### config.mk
export PLATFORM = sky130hd
export DESIGN_NAME = sha256_msg_sched
export DESIGN_NICKNAME = d
export VERILOG_FILES = /design/src/rtl/sha256_pkg.sv /design/src/rtl/sha256_small_sigma.sv /design/src/rtl/sha256_msg_sched.sv
export SDC_FILE = /design/constraint.sdc
export NUM_CORES = 1
export LEC_CHECK = 0
export BUFFER_PORTS_ARGS = -buffer_cell sky130_fd_sc_hd__buf_2
export CAP_MARGIN = 20
export CORE_UTILIZATION = 39
export CTS_BUF_LIST = sky130_fd_sc_hd__clkbuf_2 sky130_fd_sc_hd__clkbuf_4 sky130_fd_sc_hd__clkbuf_8
export DETAILED_ROUTE_END_ITERATION = 16
export GPL_ROUTABILITY_DRIVEN = 0
export GPL_TIMING_DRIVEN = 0
export PLACE_DENSITY_LB_ADDON = 0.2
export SYNTH_ARGS = -nofsm -noshare
export SYNTH_HDL_FRONTEND = slang
export SYNTH_SLANG_ARGS = --single-unit
### constraint.sdc
create_clock -name clk -period 26.1 [get_ports clk]
set_clock_uncertainty 0.05 [all_clocks]
set_input_delay 7.83 -clock clk [delete_from_list [all_inputs] [get_ports clk]]
set_output_delay 7.83 -clock clk [all_outputs]
set_load 0.02 [all_outputs]
### src/rtl/sha256_pkg.sv
// Shared types and constants for the SHA-256 message schedule datapath.
// Consumed by the schedule top and its sigma sub-module.
package sha256_pkg;

    localparam int SCHED_LEN   = 64;
    localparam int BLOCK_WORDS = 16;

    typedef logic [31:0] word_t;

    typedef enum logic [1:0] {
        IDLE,
        LOAD,
        EXPAND
    } state_t;

    function automatic word_t rotr(input word_t x, input int unsigned n);
        return (x >> n) | (x << (32 - n));
    endfunction

endpackage

### src/rtl/sha256_small_sigma.sv
// SHA-256 small sigma function, purely combinational.
// SEL=0 gives sigma0, SEL=1 gives sigma1.
module sha256_small_sigma
    import sha256_pkg::*;
#(
    parameter bit SEL = 1'b0
) (
    input  word_t x,
    output word_t y
);

    generate
        if (SEL == 1'b0) begin : g_sigma0
            assign y = rotr(x, 7) ^ rotr(x, 18) ^ (x >> 3);
        end else begin : g_sigma1
            assign y = rotr(x, 17) ^ rotr(x, 19) ^ (x >> 10);
        end
    endgenerate

endmodule

### src/rtl/sha256_msg_sched.sv
// SHA-256 message schedule: loads 16 message words, then streams W[0..63]
// through a 16-word sliding window, one word per output handshake.
module sha256_msg_sched
    import sha256_pkg::*;
#(
    parameter int NUM_WORDS = SCHED_LEN
) (
    input  logic        clk,
    input  logic        rst,
    input  logic        in_valid,
    output logic        in_ready,
    input  logic [31:0] in_word,
    output logic        out_valid,
    input  logic        out_ready,
    output logic [31:0] out_word,
    output logic [5:0]  out_idx,
    output logic        busy
);

    localparam logic [5:0] LAST_IDX  = 6'(NUM_WORDS - 1);
    localparam logic [3:0] LAST_LOAD = 4'(BLOCK_WORDS - 1);

    state_t state, state_nxt;
    logic [3:0] load_cnt;
    word_t      win [BLOCK_WORDS];
    word_t      sig0, sig1, w_new;

    logic in_fire, out_fire, load_done, sched_done;

    function automatic word_t add4(input word_t a, input word_t b,
                                   input word_t c, input word_t d);
        return a + b + c + d;
    endfunction

    assign in_ready   = (state != EXPAND);
    assign busy       = (state != IDLE);
    assign in_fire    = in_valid && in_ready;
    assign out_fire   = out_valid && out_ready;
    assign load_done  = in_fire && (load_cnt == LAST_LOAD);
    assign sched_done = out_fire && (out_idx == LAST_IDX);

    // win[0] is W[t] (the word on out_word); W[t+16] needs W[t+1], W[t+9], W[t+14]
    sha256_small_sigma #(.SEL(1'b0)) u_sigma0 (.x(win[1]),  .y(sig0));
    sha256_small_sigma #(.SEL(1'b1)) u_sigma1 (.x(win[14]), .y(sig1));

    assign w_new = add4(win[0], sig0, win[9], sig1);

    always_comb begin
        state_nxt = state;
        case (state)
            IDLE:    if (in_fire)    state_nxt = LOAD;
            LOAD:    if (load_done)  state_nxt = EXPAND;
            EXPAND:  if (sched_done) state_nxt = IDLE;
            default: state_nxt = IDLE;
        endcase
    end

    always_ff @(posedge clk) begin
        if (rst) begin
            state <= IDLE;
        end else begin
            state <= state_nxt;
        end
    end

    always_ff @(posedge clk) begin
        if (rst) begin
            load_cnt  <= '0;
            out_valid <= 1'b0;
            out_idx   <= '0;
            out_word  <= '0;
        end else begin
            if (in_fire) begin
                load_cnt <= load_done ? 4'd0 : load_cnt + 4'd1;
            end
            // After the 16th shift M[0] lands in win[0]; before it, M[0] sits in win[1]
            if (load_done) begin
                out_valid <= 1'b1;
                out_idx   <= '0;
                out_word  <= win[1];
            end else if (out_fire) begin
                out_word <= win[1];
                if (sched_done) begin
                    out_valid <= 1'b0;
                end else begin
                    out_idx <= out_idx + 6'd1;
                end
            end
        end
    end

    // Window carries no reset: it is fully rewritten by every new block load
    always_ff @(posedge clk) begin
        if (in_fire || out_fire) begin
            for (int i = 0; i < BLOCK_WORDS - 1; i++) begin
                win[i] <= win[i+1];
            end
            win[BLOCK_WORDS-1] <= in_fire ? in_word : w_new;
        end
    end

endmodule

==> reports/qor.yml <==
outcome:
  outcome: "complete, no violations"
route:
  num_vias: 11090
  route.detailed.drc: 0
  wl_um: 46780
  drt_iter0_markers: 876
  first_pass_iters: 5
  drtAntennaViolNets: 0
  detail_route.vias_per_cell: 4.748
  wl_per_cell_um: 20.02
timing:
  timing.fmax_mhz: 95.96
  final-setup-viol-count: 0
  fin_crit_sh: 0.3993
  rsz0062_at_grt: "false"
  final_max_slew_viol_count: 0
  hold_viol_final: 0
  relSlewSlack: 0.3794
  final.setup.tns_ns: 0
  fin_crit_ns: 10.42
  tightestPinTransition_ns: 0.9308
grt:
  antenna_found_initial: 3
  overflow: 0
  grt_pass1_vias: 11050
  grt_max_degree: 74
  grt_pass1_wl_um: 69260
  grt_usage: 0.1699
worst_setup_path:
  rr_worst_depth: 16
  timing.rr.end: "win[1][253]"
  crit_path_cell_trace: "buf_2 -> nand2_1 -> clkbuf_1 -> buf_1 -> nand2_4 -> buf_16 -> buf_16"
  crit_top_cell: "buf_16"
  path_max_fanout: 73
  cp-end-kind: "register"
  required_ns: 26.44
  reg2reg_slack_ns: 20.94
  crit_slowest_cell: "clkbuf_1"
  critPathLaunchType: "input pin"
  r2r-start: "win[0][63]"
  worstSetupPathType: "input pin to register"
  cp_slowest_stage_delay_ns: 0.69
  cp.arrival_ns: 10.76
floorplanning:
  die_x_um: 238.5
  fp.dieArea_um2: 56880
  rows: 86
  ios: 77
  initial_utilization: 0.3951
  core_um2: 55200
  fp.dieH_um: 238.5
power_and_ir_drop:
  power.density_nw_per_um2: 134.1
  vdd_drop_max_mv: 0.07958
  leakage_nw: 9.365
  p_total_mw: 3.379
logic_synthesis:
  synth_seq_cells: 557
  syn_area_per_cell_um2: 16.25
  synth_edf_count: 512
  synth_cell_types: 54
  synthesis.area_um2: 21810
  yosysWarnings: 0
  synth_ff_type: "edfxtp_1"
  netlist_instances: 1342
  syn-num-nets: 1473
  seq_area_frac_synth: 0.7462
  synthArstFlopShare: 0
cells_and_area:
  final_util: 0.4564
  fin_nets: 1650
  layout_commonest_cell: "edfxtp_1"
  layout_common_cells: "edfxtp_1, inv_1, xnor2_1"
  drive_above_1_share: 0.1519
  syn2layout_area_growth_pct: 15.51
cts:
  cts_sinks: 557
  cts_tree: "built"
  cts_root_buf: "clkbuf_8"
  cts_made_buffers: 92
  clkTransAtPathRegs_ns: 0.06
  cts_hold_buf: 0
  cts-htree-levels: 3
  clock_latency_ns: 0.68
  clk_path_buf_depth: 3
  cts_resized: 0
  cts_setup_buffers: 0
worst_hold_path:
  hold_class: "register to register"
  min_path_cells: 0
  worstHoldStart: "win[1][163]"
  whs_endpoint: "win[1][131]"
placed_design:
  port-buffer-count: 76
  dp_hpwl_um: 32060
job:
  drv_cap: 0
[through the flow]
step | std cells | hold WS (ns) | setup slack, ns | instance area (µm²)
after global routing | 2335 | 0.3478 | 15.52 | 25190
after CTS | 2335 | 0.3353 | 15.72 | 25190
after global placement | 2166 | 0.3502 | 0.2069 | 23130
after floorplan | 1342 | 0.3503 | 5.581 | 21810
after detailed placement | 2173 | 0.3545 | 14.99 | 23330
final | 2336 | 0.3444 | 15.68 | 25190
[cell families (layout without fill, tap and decap cells)]
group           after synthesis  in the layout  synth area share
simple gates                206            206           0.04148
compound gates              161            161           0.04497
flops                       557            557            0.7462
mux                           5              5          0.002352
fa+ha+maj                    95             95           0.07584
buf+inv                     169            414           0.02931
other cells                   0              1                 0
xor+xnor                    149            149           0.05983
[cells in the mapped netlist, types with 3 or more instances]
master    number  area [µm²]
clkbuf_1      19       71.32
and2_1         3       18.77
buf_2          4       20.02
fa_1          62        1241
inv_1        140       525.5
edfxtp_1     512       15370
nand4_1        7       43.79
o21bai_1       5       37.54
or2_2          3       18.77
xnor2_1      120        1051
or3_1          4       25.02
o21ai_0       21       105.1
nand3_1        7       35.03
buf_1          6       22.52
o31ai_1        3       22.52
mux2i_1        4       40.04
a31oi_1        7       43.79
a21oi_1       78       390.4
a21o_1        17       127.6
and3_1         5       31.28
a21oi_2        3       26.28
nand2b_1       4       25.02
nand2_1      109       409.1
xor2_1        29       254.0
a211oi_1       4       30.03
o21ai_1        3       15.01
ha_1          33       412.9
a221oi_1       3       26.28
nor2_1        45       168.9
nor3_1         7       35.03
dfxtp_1       45       900.9
[worst max-delay path: cells and delay by family]
family / cells / cell delay [ns]
buf+inv: 5 / 2.01
simple gates: 2 / 0.80
[sequential cells by signal (all words and copies together), names as in the netlist]
name       cells
win          512
load_cnt       4
out_valid      1
state          2
out_idx        6
out_word      32
[power by group]
part           switching [mW]  total [mW]  internal [mW]
logic                   0.865        1.42          0.552
clock network           0.341       0.772          0.431
registers              0.0710        1.19           1.12
[layer usage]
| layer | global-route usage | vias to the layer above | wire length [µm] |
|---|---|---|---|
| met5 | 0 | - | 0 |
| met2 | 0.2552 | 365 | 20830 |
| met4 | 0.06041 | 0 | 1184 |
| met3 | 0.03656 | 81 | 2498 |
| met1 | 0.2438 | 5516 | 22270 |
| li1 | - | 5129 | - |
[final cells by class]
type                    count  area [µm²]
plain buffers              29       113.9
inverters                 140       525.5
clock inverters            39       339.1
diodes                      1       2.502
well taps                 748       935.9
fillers                  4857       30010
repair buffers             83       573.1
multi-input cells         616        4903
clock buffers             123        1524
flip-flops and latches    557       16280
[how the worst max path moves through the flow]
stage | start | endpoint | cells past startpoint
4_1_cts | in_valid | win[1][61] | 7
3_3_place_gp | in_valid | win[0][36] | 5
3_5_place_dp | in_valid | win[0][43] | 7
2_1_floorplan | in_valid | win[0][0] | 4
6_report | in_valid | win[0][169] | 7
5_1_grt | in_valid | win[0][95] | 7
Note: power is estimated with default switching activity, not from simulation.
